--- src/rtl/lsu_dccm_pkg.sv ---
// Shared types and address helpers for the LSU DCCM bank controller.
// The read-stage record is sized for the widest supported tag and bank count.
package lsu_dccm_pkg;

  localparam int STG_TAG_W  = 8;
  localparam int STG_BANK_W = 4;

  typedef struct packed {
    logic                  valid;
    logic [STG_TAG_W-1:0]  tag;
    logic [STG_BANK_W-1:0] lo_bank;
    logic [STG_BANK_W-1:0] hi_bank;
  } rd_stage_t;

  function automatic logic [STG_BANK_W-1:0] bank_idx(input logic [31:0] addr,
                                                     input int bb, input int bnk);
    logic [31:0] mask;
    mask = (32'd1 << bnk) - 32'd1;
    return STG_BANK_W'((addr >> bb) & mask);
  endfunction

  function automatic logic [31:0] word_addr(input logic [31:0] addr,
                                            input int bb, input int bnk);
    return addr >> (bb + bnk);
  endfunction

endpackage

--- src/rtl/lsu_dccm_bank_ctl_rd_pipe.sv ---
// Read tracking pipe: RD_LAT-deep stage shift register followed by a registered,
// tagged lo/hi response capture from the selected bank read data.
module lsu_dccm_rd_pipe
  import lsu_dccm_pkg::*;
#(
  parameter int NUM_BANKS = 4,
  parameter int FDATA_W   = 39,
  parameter int RD_LAT    = 1,
  parameter int TAG_W     = 4
) (
  input  logic                         clk_i,
  input  logic                         rst_l_i,
  input  logic                         flush_i,
  input  rd_stage_t                    req_i,
  input  logic [NUM_BANKS*FDATA_W-1:0] bank_rd_data_i,
  output logic                         rsp_valid_o,
  output logic [TAG_W-1:0]             rsp_tag_o,
  output logic [FDATA_W-1:0]           rsp_data_lo_o,
  output logic [FDATA_W-1:0]           rsp_data_hi_o
);

  rd_stage_t stg_q [RD_LAT];
  rd_stage_t stg_d [RD_LAT];
  rd_stage_t last;

  logic               rsp_valid_q;
  logic [TAG_W-1:0]   rsp_tag_q;
  logic [FDATA_W-1:0] rsp_lo_q;
  logic [FDATA_W-1:0] rsp_hi_q;

  // Flush also kills the request entering stage 0 in the same cycle.
  always_comb begin
    stg_d[0] = req_i;
    for (int i = 1; i < RD_LAT; i++) stg_d[i] = stg_q[i-1];
    for (int i = 0; i < RD_LAT; i++) begin
      if (flush_i) stg_d[i].valid = 1'b0;
    end
  end

  always_ff @(posedge clk_i) begin
    if (!rst_l_i) begin
      for (int i = 0; i < RD_LAT; i++) stg_q[i] <= '0;
    end else begin
      stg_q <= stg_d;
    end
  end

  assign last = stg_q[RD_LAT-1];

  always_ff @(posedge clk_i) begin
    if (!rst_l_i) begin
      rsp_valid_q <= 1'b0;
      rsp_tag_q   <= '0;
      rsp_lo_q    <= '0;
      rsp_hi_q    <= '0;
    end else begin
      rsp_valid_q <= last.valid & ~flush_i;
      if (last.valid) begin
        rsp_tag_q <= TAG_W'(last.tag);
        rsp_lo_q  <= bank_rd_data_i[last.lo_bank*FDATA_W +: FDATA_W];
        rsp_hi_q  <= bank_rd_data_i[last.hi_bank*FDATA_W +: FDATA_W];
      end
    end
  end

  assign rsp_valid_o   = rsp_valid_q;
  assign rsp_tag_o     = rsp_tag_q;
  assign rsp_data_lo_o = rsp_lo_q;
  assign rsp_data_hi_o = rsp_hi_q;

endmodule

--- src/rtl/lsu_dccm_bank_ctl.sv ---
// LSU DCCM bank controller: per-bank read/write arbitration and tagged read return.
// Build option LSU_DCCM_STARVE_EN: a write deferred MAX_DEFER times in a row wins its next conflict.
module lsu_dccm_bank_ctl
  import lsu_dccm_pkg::*;
#(
  parameter int  NUM_BANKS = 4,
  parameter int  BYTE_W    = 4,
  parameter int  ECC_W     = 7,
  parameter int  ADDR_W    = 16,
  parameter int  RD_LAT    = 1,
  parameter int  TAG_W     = 4,
  parameter int  MAX_DEFER = 3,
  localparam int FDATA_W   = 8*BYTE_W + ECC_W,
  localparam int BB        = $clog2(BYTE_W),
  localparam int BNK       = $clog2(NUM_BANKS),
  localparam int WA_W      = ADDR_W - BB - BNK
) (
  input  logic                         clk_i,
  input  logic                         rst_l_i,
  input  logic                         flush_i,
  input  logic                         rd_valid_i,
  output logic                         rd_ready_o,
  input  logic [ADDR_W-1:0]            rd_addr_lo_i,
  input  logic [ADDR_W-1:0]            rd_addr_hi_i,
  input  logic [TAG_W-1:0]             rd_tag_i,
  input  logic                         wr_valid_i,
  output logic                         wr_ready_o,
  input  logic [ADDR_W-1:0]            wr_addr_i,
  input  logic [FDATA_W-1:0]           wr_data_i,
  output logic                         rsp_valid_o,
  output logic [TAG_W-1:0]             rsp_tag_o,
  output logic [FDATA_W-1:0]           rsp_data_lo_o,
  output logic [FDATA_W-1:0]           rsp_data_hi_o,
  output logic [NUM_BANKS-1:0]         bank_rden_o,
  output logic [NUM_BANKS-1:0]         bank_wren_o,
  output logic [NUM_BANKS*WA_W-1:0]    bank_addr_o,
  output logic [FDATA_W-1:0]           bank_wr_data_o,
  input  logic [NUM_BANKS*FDATA_W-1:0] bank_rd_data_i
);

  logic [STG_BANK_W-1:0] lo_bank, hi_bank, wr_bank;
  logic [WA_W-1:0]       lo_word, hi_word, wr_word;
  logic                  conflict, wr_wins, rd_accept, wr_accept;
  rd_stage_t             rd_req;

  assign lo_bank = bank_idx(32'(rd_addr_lo_i), BB, BNK);
  assign hi_bank = bank_idx(32'(rd_addr_hi_i), BB, BNK);
  assign wr_bank = bank_idx(32'(wr_addr_i), BB, BNK);
  assign lo_word = WA_W'(word_addr(32'(rd_addr_lo_i), BB, BNK));
  assign hi_word = WA_W'(word_addr(32'(rd_addr_hi_i), BB, BNK));
  assign wr_word = WA_W'(word_addr(32'(wr_addr_i), BB, BNK));

  assign conflict = rd_valid_i & wr_valid_i & ((wr_bank == lo_bank) | (wr_bank == hi_bank));

`ifdef LSU_DCCM_STARVE_EN
  localparam logic [3:0] DEFER_MAX = 4'(MAX_DEFER);
  logic [3:0] defer_q, defer_d;

  assign wr_wins = conflict & (defer_q == DEFER_MAX);

  always_comb begin
    defer_d = defer_q;
    if (!wr_valid_i || wr_accept)                defer_d = '0;
    else if (conflict && (defer_q != DEFER_MAX)) defer_d = defer_q + 4'd1;
  end

  always_ff @(posedge clk_i) begin
    if (!rst_l_i) defer_q <= '0;
    else          defer_q <= defer_d;
  end
`else
  localparam int unused_max_defer = MAX_DEFER;
  assign wr_wins = 1'b0;
`endif

  assign rd_ready_o = ~wr_wins;
  assign wr_ready_o = ~conflict | wr_wins;
  assign rd_accept  = rd_valid_i & rd_ready_o;
  assign wr_accept  = wr_valid_i & wr_ready_o;

  // Arbitration guarantees an accepted write never shares a bank with an accepted read.
  always_comb begin
    bank_rden_o = '0;
    bank_wren_o = '0;
    bank_addr_o = '0;
    for (int b = 0; b < NUM_BANKS; b++) begin
      if (wr_accept && (wr_bank == STG_BANK_W'(b))) begin
        bank_wren_o[b]            = 1'b1;
        bank_addr_o[b*WA_W +: WA_W] = wr_word;
      end else begin
        if (rd_accept && ((lo_bank == STG_BANK_W'(b)) || (hi_bank == STG_BANK_W'(b))))
          bank_rden_o[b] = 1'b1;
        bank_addr_o[b*WA_W +: WA_W] = ((hi_bank == STG_BANK_W'(b)) && (lo_bank != STG_BANK_W'(b)))
                                      ? hi_word : lo_word;
      end
    end
  end

  assign bank_wr_data_o = wr_data_i;

  always_comb begin
    rd_req         = '0;
    rd_req.valid   = rd_accept;
    rd_req.tag     = STG_TAG_W'(rd_tag_i);
    rd_req.lo_bank = lo_bank;
    rd_req.hi_bank = hi_bank;
  end

  lsu_dccm_rd_pipe #(
    .NUM_BANKS (NUM_BANKS),
    .FDATA_W   (FDATA_W),
    .RD_LAT    (RD_LAT),
    .TAG_W     (TAG_W)
  ) u_rd_pipe (
    .clk_i          (clk_i),
    .rst_l_i        (rst_l_i),
    .flush_i        (flush_i),
    .req_i          (rd_req),
    .bank_rd_data_i (bank_rd_data_i),
    .rsp_valid_o    (rsp_valid_o),
    .rsp_tag_o      (rsp_tag_o),
    .rsp_data_lo_o  (rsp_data_lo_o),
    .rsp_data_hi_o  (rsp_data_hi_o)
  );

endmodule

--- config.mk ---
export PLATFORM = sky130hd
export DESIGN_NAME = lsu_dccm_bank_ctl
export DESIGN_NICKNAME = d
export VERILOG_FILES = /design/src/rtl/lsu_dccm_pkg.sv /design/src/rtl/lsu_dccm_bank_ctl_rd_pipe.sv /design/src/rtl/lsu_dccm_bank_ctl.sv
export SDC_FILE = /design/constraint.sdc
export NUM_CORES = 1
export LEC_CHECK = 0
export BUFFER_PORTS_ARGS = -buffer_cell sky130_fd_sc_hd__clkbuf_2
export CORE_AREA = 2 2 166 168
export CTS_BUF_LIST = sky130_fd_sc_hd__clkbuf_8
export CTS_CLUSTER_DIAMETER = 40
export DETAILED_ROUTE_END_ITERATION = 12
export DIE_AREA = 0 0 168 170
export REMOVE_ABC_BUFFERS = 1
export SKIP_CTS_REPAIR_TIMING = 1
export SLEW_MARGIN = 20
export SYNTH_ARGS = -nofsm -noshare
export SYNTH_HDL_FRONTEND = slang
export SYNTH_SLANG_ARGS = --single-unit
--- constraint.sdc ---
create_clock -name clk_i -period 2.65 [get_ports clk_i]
set_clock_uncertainty 0.15 [all_clocks]
set_input_delay 0.3975 -clock clk_i [delete_from_list [all_inputs] [get_ports clk_i]]
set_output_delay 0.3975 -clock clk_i [all_outputs]
set_load 0.005 [all_outputs]
=== Word-level counts from Yosys, hierarchy flattened ===
Cells that the tools add are included.

* Register bits: 96
* Input bits: 252
* Output and inout bits: 180
* Logic and storage cells: 77

* Multipliers: 2
* Equality and inequality tests: 14
* Shifts and indexed selects: 2
* Mux-type cells: 20
* Bitwise logic cells: 8
* Reduce and logical (&&, ||, !) cells: 21

{| class="wikitable"
|+ Operator list
! kind !! number
|-
| variable part select 156 x 11 -> 39 bit || 2
|-
| two-way mux 12 bit || 8
|-
| multiplier 4 x 6 -> 10 bit, second input constant || 2
|-
| == test 2 bit, second input constant || 6
|-
| logical AND 1 bit || 12
|-
| zero test 4 bit || 3
|-
| two-way mux 1 bit || 12
|-
| == test 2 x 1 -> 1 bit, second input constant || 3
|-
| bitwise AND 1 bit || 4
|-
| == test 2 bit || 2
|-
| logical OR 1 bit || 4
|-
| != test 2 bit, second input constant || 2
|-
| nonzero test 4 bit || 1
|-
| NOT 1 bit || 3
|-
| != test 2 x 1 -> 1 bit, second input constant || 1
|-
| OR reduction 2 bit || 1
|-
| OR 1 bit || 1
|}

=== Depth between registers and ports, before layout ===
Gate-level depths: netlist of the first run.

* Depth after elaboration: 7
* Mapped depth: 5
* Depth with buffers taken out: 4

=== Hierarchy ===
A second synthesis of the first run with hierarchy kept.

* Cell total of the unflattened synthesis: 915
* Area total of the unflattened synthesis: 8371.8 um^2

{| class="wikitable"
|+ Modules (own cells, without submodules)
! module !! instances !! cells an instance !! area an instance (um^2) !! sequential area each (um^2)
|-
| lsu_dccm_rd_pipe || 1 || 735 || 6552.5 || 1921.8
|-
| lsu_dccm_bank_ctl || 1 || 180 || 1819.2 || 0.0
|}

=== Worst setup path before layout of the first run ===
OpenSTA, ideal clock, no wires.

* Path type: in2out
* Start point: input rd_addr_lo_i[3]
* End point: output bank_addr_o[37]
* Arrival: 1.541 ns
* Path slack: 0.561 ns
* Stages on the path: 5
* Path buffers: 1
* Path through: nand2_1 > nand3_1 > buf_1 > mux2_2 > mux2_2

* Word-level cells in the longest chain between the ends: 7
* Elaborated cells on any way between the ends: 10

{| class="wikitable"
|+ Ends and longest elaborated chain
! element !! RTL line !! text
|-
| from (decl) || lsu_dccm_bank_ctl.sv:23 || <nowiki>input logic [ADDR_W-1:0] rd_addr_lo_i,</nowiki>
|-
| == test 2 bit || lsu_dccm_bank_ctl.sv:53 || <nowiki>assign conflict = rd_valid_i & wr_valid_i & ((wr_bank == lo_bank) | (wr_bank == hi_bank));</nowiki>
|-
| OR 1 bit || lsu_dccm_bank_ctl.sv:53 ||
|-
| bitwise AND 1 bit || lsu_dccm_bank_ctl.sv:53 ||
|-
| NOT 1 bit || lsu_dccm_bank_ctl.sv:77 || <nowiki>assign wr_ready_o = ~conflict | wr_wins;</nowiki>
|-
| bitwise AND 1 bit || lsu_dccm_bank_ctl.sv:79 || <nowiki>assign wr_accept = wr_valid_i & wr_ready_o;</nowiki>
|-
| logical AND 1 bit || lsu_dccm_bank_ctl.sv:87 || <nowiki>if (wr_accept && (wr_bank == STG_BANK_W'(b))) begin</nowiki>
|-
| two-way mux 12 bit * || lsu_dccm_bank_ctl.sv:87 ||
|-
| to (decl) || lsu_dccm_bank_ctl.sv:36 || <nowiki>output logic [NUM_BANKS*WA_W-1:0] bank_addr_o,</nowiki>
|}

Mark *: on every way between the ends. The rest lies on a longest branch, timed or not.

=== Final worst setup path of the first run ===
* Start point: input wr_addr_i[2]
* End point: output bank_addr_o[22]

* Word-level cells in the longest chain between the ends: 7
* Elaborated cells on any way between the ends: 9

{| class="wikitable"
|+ Ends and longest elaborated chain
! element !! RTL line !! text
|-
| from (decl) || lsu_dccm_bank_ctl.sv:28 || <nowiki>input logic [ADDR_W-1:0] wr_addr_i,</nowiki>
|-
| == test 2 bit || lsu_dccm_bank_ctl.sv:53 ||
|-
| OR 1 bit || lsu_dccm_bank_ctl.sv:53 ||
|-
| bitwise AND 1 bit || lsu_dccm_bank_ctl.sv:53 ||
|-
| NOT 1 bit || lsu_dccm_bank_ctl.sv:77 ||
|-
| bitwise AND 1 bit || lsu_dccm_bank_ctl.sv:79 ||
|-
| logical AND 1 bit * || lsu_dccm_bank_ctl.sv:87 ||
|-
| two-way mux 12 bit * || lsu_dccm_bank_ctl.sv:87 ||
|}

Marked as above.

==> impl_summary.log, run 1 <==
[metrics] outcome: completed
[metrics] count of filler cells inserted in the layout: 2722
[metrics] synth-to-layout area growth: 30.8%
[metrics] unrepaired setup endpoints after global routing: no
[metrics] Worst Setup End Kind: output port
[metrics] total count of max-transition violations in the final report: 0
[metrics] area of the mapped netlist: 6960 um^2
[metrics] total half-perimeter wirelength after legalization and detailed placement: 18600 um
[metrics] CTS max path bufs: 2
[metrics] starting density of the core: 26.1%
[metrics] final layout net count: 1105
[metrics] CTS tree: done
[metrics] R2R Path End: u_rd_pipe.rsp_data_hi_o[21]
[metrics] arrival time at the worst endpoint: 1840 ps
[metrics] data required time at the worst endpoint: 2100 ps
[metrics] DR pass1 iterations: 5
[metrics] number of cells on the worst hold path: 2
[metrics] share of layout cells above drive strength 1: 65.9%
[metrics] Remaining DRCs: 0
[metrics] fmax: 419 MHz
[metrics] full die area: 28600 um^2
[metrics] H-tree depth: 3
[metrics] horizontal die dimension: 168 um
[metrics] via count of the first global-routing pass: 5863
[metrics] maximum number of pins on one net before global-route repair: 57
[metrics] Least-Margin Pin Slew: 646 ps
[metrics] depth of the worst register-to-register path: 4
[metrics] Vias/cell: 4.73
[metrics] I/O pin count: 432
[metrics] Initial DRC Count: 212
[metrics] number of clock buffers inserted by TritonCTS: 9
[metrics] instance count of the mapped netlist: 558
[metrics] fin crit share: 90.0%
[metrics] dominant cell type by area after synthesis: sky130_fd_sc_hd__dfxtp_1
[metrics] Die Y-Extent: 170 um
[metrics] routability congestion estimate: 0.747
[metrics] worst skew pair latency: 370 ps
[metrics] biggest fanout along the worst timing path: 13
[metrics] leakage power: 3.94 nW
[metrics] worst setup slack for register-to-register paths: 760 ps
[metrics] number of antenna violations at the first check in global routing: 0
[metrics] final hold violations: 0
[metrics] CTS root buf: sky130_fd_sc_hd__clkbuf_8
[metrics] worst vdd rail ir drop: 175 uV
[metrics] Port-buffer cells: 346
[metrics] Clock Sink Count: 92
[metrics] Routed wire per std cell: 19.2 um
[metrics] GRT overflow: 0
[metrics] via count: 5675
[metrics] clock-pin slew of the registers on the worst-case setup and hold paths: 100 ps
[metrics] portion of the post-synthesis area used by sequential elements: 26.5%
[metrics] total inserted antenna cells: 0
[metrics] final count of negative-setup-slack endpoints: 0
[metrics] post-route worst hold slack: 40.7 ps
[metrics] worst hold endpoint: u_rd_pipe.last[16]
[metrics] number of synthesized register bits: 92
[metrics] global-route wire length before repair: 34000 um
[metrics] post-synthesis area per instance: 12.5 um^2
[metrics] power per unit of standard cell area: 386 nW/um^2
[metrics] Core Rows: 60
[metrics] Startpoint Class: input pin
[metrics] launch point of the worst hold path: flush_i
[metrics] startpoint-to-endpoint class of the critical path: input pin to output port
[metrics] max-cap violation count: 0
[metrics] total routed wirelength: 23000 um
[metrics] worst slack, placed: 239 ps
[metrics] top cell type's share of synthesized area: 26.5%
[metrics] post-route minimum period: 2390 ps
[metrics] worst reg2reg startpoint: u_rd_pipe.last[0]
[metrics] final critical-path setup slack: 265 ps
[metrics] all-layer global routing usage: 15.7%
[metrics] number of warnings issued by yosys: 0
[metrics] most area-consuming cells after synthesis: sky130_fd_sc_hd__dfxtp_1 26%, sky130_fd_sc_hd__mux4_2 25%, sky130_fd_sc_hd__mux2i_1 12%
[metrics] area of the core: 26700 um^2
[metrics] normalized max-slew margin: 56.9%
[metrics] Unique masters post-synth: 28
[metrics] number of nets still failing antenna checks after routing: 0
[metrics] Min-Delay Path Class: input pin to register
-- critical path, stage by stage --
cell and delay, ps:
sky130_fd_sc_hd__clkbuf_2 140, sky130_fd_sc_hd__xnor2_1 150, sky130_fd_sc_hd__a22oi_2 350, sky130_fd_sc_hd__o2111ai_2 170
sky130_fd_sc_hd__buf_12 190, sky130_fd_sc_hd__mux2_4 310, sky130_fd_sc_hd__clkbuf_2 120
-- metal layers --
layer,global-route usage [%],up-vias,part of all wire (%)
met5,2.09,-,0.34
met4,4.05,2,1.3
met3,8.49,23,13
met2,26.4,319,47
met1,17.2,2700,39
li1,-,2631,-
-- power breakdown --
group	internal [mW]	switching [mW]	total, mW
Sequential	1.44	0.0447	1.48
Clock	0.388	0.570	0.958
Combinational	0.639	0.433	1.07
Total	2.46	1.05	3.51
-- synthesized netlist by cell type (all sizes together) --
cell type	n
nor2b	82
clkbuf	20
dfxtp	92
inv	6
mux4	78
o21a	1
a21oi	3
o21ai	1
nand2	3
nand3	1
xnor2	4
nand2b	6
o2111ai	4
nor3b	1
mux2	96
and3b	1
nor2	3
buf	63
mux2i	82
clkinv	1
and2	8
a22oi	1
conb	1
-- final cells by class --
cell class	instances	area, um^2	share of cell area [%]
clock buffer	10	138	1.51
timing repair buffer	367	2030	22.3
multi-input combinational	376	4580	50.3
sequential	92	1860	20.4
inverter	7	26.3	0.289
clock inverter	6	53.8	0.591
tap	341	427	4.69
-- state kept, by name, summed over array words and instances (netlist names) --
signal and flops:
u_rd_pipe.last 9, u_rd_pipe.rsp_data_hi_o 39, u_rd_pipe.rsp_data_lo_o 39, u_rd_pipe.rsp_tag_o 4, u_rd_pipe.rsp_valid_o 1
-- metrics by stage --
stage          setup TNS, ps  cells  util (%)  area (um^2)  power (mW)
2_1_floorplan         -73080    475         -         6440        2.11
3_3_place_gp               0   1183      33.4         8910        2.58
6_report                   0   1199      34.2         9100        3.51
5_1_grt                    0   1199      34.2         9100        3.73
3_5_place_dp               0   1183      33.4         8910        2.60
4_1_cts                    0   1199      34.2         9100        3.60
-- cells in the final DEF, fill, tap and decap left out, types with 6 or more instances in the layout --
cell type,instances
sky130_fd_sc_hd__and2_1,8
sky130_fd_sc_hd__buf_12,11
sky130_fd_sc_hd__buf_4,10
sky130_fd_sc_hd__clkbuf_2,346
sky130_fd_sc_hd__clkbuf_8,10
sky130_fd_sc_hd__dfxtp_1,87
sky130_fd_sc_hd__inv_1,6
sky130_fd_sc_hd__mux2_2,58
sky130_fd_sc_hd__mux2_4,36
sky130_fd_sc_hd__mux2i_1,82
sky130_fd_sc_hd__mux4_2,78
sky130_fd_sc_hd__nand2b_1,6
sky130_fd_sc_hd__nor2b_1,82
-- worst max-delay path by stage --
| stage | start | to | slack (ps) | cells after the start |
|---|---|---|---|---|
| floorplan | u_rd_pipe.last[16] | u_rd_pipe.rsp_data_hi_o[0] | -880 | 2 |
| global placement | wr_addr_i[2] | bank_addr_o[22] | 250 | 7 |
| detailed placement | wr_addr_i[2] | bank_addr_o[9] | 240 | 7 |
| CTS | wr_addr_i[2] | bank_addr_o[9] | 240 | 7 |
| global route | rd_addr_hi_i[2] | bank_addr_o[9] | 190 | 7 |
| finish | wr_addr_i[2] | bank_addr_o[22] | 260 | 7 |
-- kinds of logic after synthesis --
logic type,synth area share (%)
other,0.0539
muxes,54.5
AOI/OAI and AO/OA,1.44
xor gates and xnor gates,0.503
buffers and inverters,7.75
and+or+nand+nor,9.26
DFF,26.5
(Power assumes the default switching activity.)
==> run 2: changes to the inputs <==
==> constraint.sdc (replaced) <==
create_clock -name clk_i -period 2.3 [get_ports clk_i]
set_clock_uncertainty 0.15 [all_clocks]
set_input_delay 0.345 -clock clk_i [delete_from_list [all_inputs] [get_ports clk_i]]
set_output_delay 0.345 -clock clk_i [all_outputs]
set_load 0.005 [all_outputs]
==> run 2 against run 1 <==
The flow now finishes with violations (setup timing). Global-route usage is 0.097 points lower. Power is 20% higher. Sequential share of layout area is 0.61 points lower. First-iteration DRC count is 22% higher. Clock-buffer cell count is 1 lower. Setup slack worse by 270 ps. Clock power is 25% higher. Highest routed layer unchanged.
==> impl_summary.log, run 2 (same netlist as run 1, synthesis figures left out) <==
[metrics] worst-path cell with the longest stage delay: sky130_fd_sc_hd__o2111ai_4 (was sky130_fd_sc_hd__a22oi_2)
[metrics] final critical-path setup slack: -5.32 ps (was 265 ps)
[metrics] worst vdd rail ir drop: 268 uV (was 175 uV)
[metrics] Die Y-Extent: 170 um (unchanged)
[metrics] data required time at the worst endpoint: 1800 ps (was 2100 ps)
[metrics] depth of the worst register-to-register path: 4 (unchanged)
[metrics] total count of max-transition violations in the final report: 0 (unchanged)
[metrics] Core Rows: 60 (unchanged)
[metrics] synth-to-layout area growth: 34.9% (was 30.8%)
[metrics] DR pass1 iterations: 4 (was 5)
[metrics] CTS root buf: sky130_fd_sc_hd__clkbuf_8 (unchanged)
[metrics] I/O pin count: 432 (unchanged)
[metrics] worst reg2reg startpoint: u_rd_pipe.last[0] (unchanged)
[metrics] maximum number of pins on one net before global-route repair: 66 (was 57)
[metrics] family with the most delay on the worst path: buffers and inverters (was compound AO/OA/AOI/OAI gates)
[metrics] multi-input gate area in the final layout: 4640 um^2 (was 4580 um^2)
[metrics] horizontal die dimension: 168 um (unchanged)
[metrics] violations in the final reports: setup timing
[metrics] via count: 5823 (was 5675)
[metrics] normalized max-slew margin: 65.8% (was 56.9%)
[metrics] final count of negative-setup-slack endpoints: 5 (was 0)
[metrics] starting density of the core: 26.1% (unchanged)
[metrics] Least-Margin Pin Slew: 513 ps (was 646 ps)
[metrics] outcome: finished with violations (was completed)
[metrics] clock-pin slew of the registers on the worst-case setup and hold paths: 100 ps (about the same)
[metrics] CTS tree: done (unchanged)
[metrics] total routed wirelength: 23400 um (was 23000 um)
[metrics] routability congestion estimate: 0.747 (about the same)
[metrics] unrepaired setup endpoints after global routing: yes (was no)
[metrics] CTS max path bufs: 2 (unchanged)
[metrics] count of buffer and inverter cells on the critical path: 4 (was 3)
[metrics] Port-buffer cells: 346 (unchanged)
[metrics] arrival time at the worst endpoint: 1810 ps (was 1840 ps)
[metrics] biggest fanout along the worst timing path: 6 (was 13)
[metrics] fmax: 434 MHz
[metrics] worst setup slack for register-to-register paths: 470 ps (was 760 ps)
[metrics] final design utilization: 35.2% (was 34.2%)
[metrics] H-tree depth: 3 (unchanged)
[metrics] worst slack, placed: -2.57 ps (was 239 ps)
[metrics] highest-count cells in the layout ignoring fill and taps: 339 x sky130_fd_sc_hd__clkbuf_2, 87 x sky130_fd_sc_hd__dfxtp_1, 82 x sky130_fd_sc_hd__mux2i_1, 82 x sky130_fd_sc_hd__nor2b_1, 78 x sky130_fd_sc_hd__mux4_2 (was 346 x sky130_fd_sc_hd__clkbuf_2, 87 x sky130_fd_sc_hd__dfxtp_1, 82 x sky130_fd_sc_hd__mux2i_1, 82 x sky130_fd_sc_hd__nor2b_1, 78 x sky130_fd_sc_hd__mux4_2)
[metrics] footprint of the flip-flops and latches: 1860 um^2 (unchanged)
[metrics] startpoint-to-endpoint class of the critical path: input pin to output port (unchanged)
[metrics] Routed wire per std cell: 19.3 um (was 19.2 um)
[metrics] area of the core: 26700 um^2 (unchanged)
[metrics] power per unit of standard cell area: 448 nW/um^2 (was 386 nW/um^2)
[metrics] launch point of the worst hold path: rd_tag_i[1] (was flush_i)
[metrics] critical-path cell list: buf_2 > xnor2_2 > a22oi_2 > buf_4 > o2111ai_4 > clkbuf_16 > mux2_4 > clkbuf_2 (was clkbuf_2 > xnor2_1 > a22oi_2 > o2111ai_2 > buf_12 > mux2_4 > clkbuf_2)
[metrics] commonest non-fill, non-tap cell in the layout: sky130_fd_sc_hd__clkbuf_2 (unchanged)
[metrics] final hold violations: 0 (unchanged)
[metrics] Initial DRC Count: 258 (was 212)
[metrics] post-route minimum period: 2310 ps
[metrics] worst hold endpoint: u_rd_pipe.last[9] (was u_rd_pipe.last[16])
[metrics] number of nets still failing antenna checks after routing: 0 (unchanged)
[metrics] via count of the first global-routing pass: 5881 (was 5863)
[metrics] global-route wire length before repair: 34000 um (about the same)
[metrics] Remaining DRCs: 0 (unchanged)
[metrics] total half-perimeter wirelength after legalization and detailed placement: 18600 um (about the same)
[metrics] maximum cell stage delay along the critical path: 300 ps (was 350 ps)
[metrics] Clock Sink Count: 92 (unchanged)
[metrics] full die area: 28600 um^2 (unchanged)
[metrics] share of layout cells above drive strength 1: 66.3% (was 65.9%)
[metrics] leakage power: 4.08 nW (was 3.94 nW)
[metrics] number of clock buffers inserted by TritonCTS: 9 (unchanged)
[metrics] final layout net count: 1116 (was 1105)
[metrics] GRT overflow: 0 (unchanged)
[metrics] R2R Path End: u_rd_pipe.rsp_data_hi_o[19] (was u_rd_pipe.rsp_data_hi_o[21])
[metrics] Vias/cell: 4.81 (was 4.73)
[metrics] worst skew pair latency: 360 ps (was 370 ps)
[metrics] Worst Setup End Kind: output port (unchanged)
[metrics] max-cap violation count: 0 (unchanged)
[metrics] Min-Delay Path Class: input pin to register (unchanged)
[metrics] count of filler cells inserted in the layout: 2691 (was 2722)
[metrics] total inserted antenna cells: 0 (unchanged)
[metrics] Startpoint Class: input pin (unchanged)
[metrics] all-layer global routing usage: 15.6% (was 15.7%)
[metrics] number of cells on the worst hold path: 2 (unchanged)
[metrics] fin crit share: 100%
[metrics] number of antenna violations at the first check in global routing: 0 (unchanged)
run 2: final cells by class:
type	count	area share, %
multi-input combinational	376	49.4
sequential	92	19.8
inverter	7	0.280
tap	341	4.55
timing repair buffer	378	23.7
clock buffer	9	1.32
clock inverter	7	0.986
run 2: how the worst max path moves through the flow:
| stage | slack, ps | from | cells past startpoint | end |
|---|---|---|---|---|
| 2_1_floorplan | -1230 | u_rd_pipe.last[16] | 2 | u_rd_pipe.rsp_data_hi_o[0] |
| 3_3_place_gp | 20 | rd_addr_hi_i[2] | 7 | bank_addr_o[22] |
| 3_5_place_dp | -3 | rd_addr_hi_i[2] | 7 | bank_addr_o[9] |
| 4_1_cts | -4 | rd_addr_hi_i[2] | 7 | bank_addr_o[22] |
| 5_1_grt | -60 | wr_addr_i[3] | 8 | bank_addr_o[43] |
| 6_report | -5 | wr_addr_i[3] | 8 | bank_addr_o[38] |
run 2: per-stage QoR:
step	hold slack (ps)	TNS [ps]	total power, mW	std cells	instance area, um^2
CTS	-49.2	-5.53	4.26	1202	9180
global placement	317	0	2.99	1186	8960
detailed placement	333	-2.57	3.00	1186	8960
floorplan	271	-103500	2.44	475	6440
global route	14.8	-1190	4.45	1210	9390
finish	49.3	-16.6	4.21	1210	9390
run 2: power breakdown:
part,internal [mW],total [mW],switching (mW)
clock,0.532,1.20,0.673
combinational,0.778,1.29,0.515
sequential,1.66,1.71,0.0539
total,2.97,4.21,1.24
run 2: routing by layer:
layer / up-vias / share of wire [%] / wire length, um / GRT usage (%)
li1: 2656 / - / - / -
met1: 2773 / 38 / 8880 / 17.4
met2: 366 / 48 / 11100 / 26.0
met3: 26 / 12 / 2870 / 8.00
met4: 2 / 1.9 / 455 / 4.39
met5: - / 0.34 / 79 / 2.09
run 2: worst reg2reg max path, cell delays in order, from the launching register on:
cell and delay, ps:
sky130_fd_sc_hd__dfxtp_4 570, sky130_fd_sc_hd__buf_4 270, sky130_fd_sc_hd__mux4_2 530, sky130_fd_sc_hd__mux2i_1 150, sky130_fd_sc_hd__nor2b_1 60
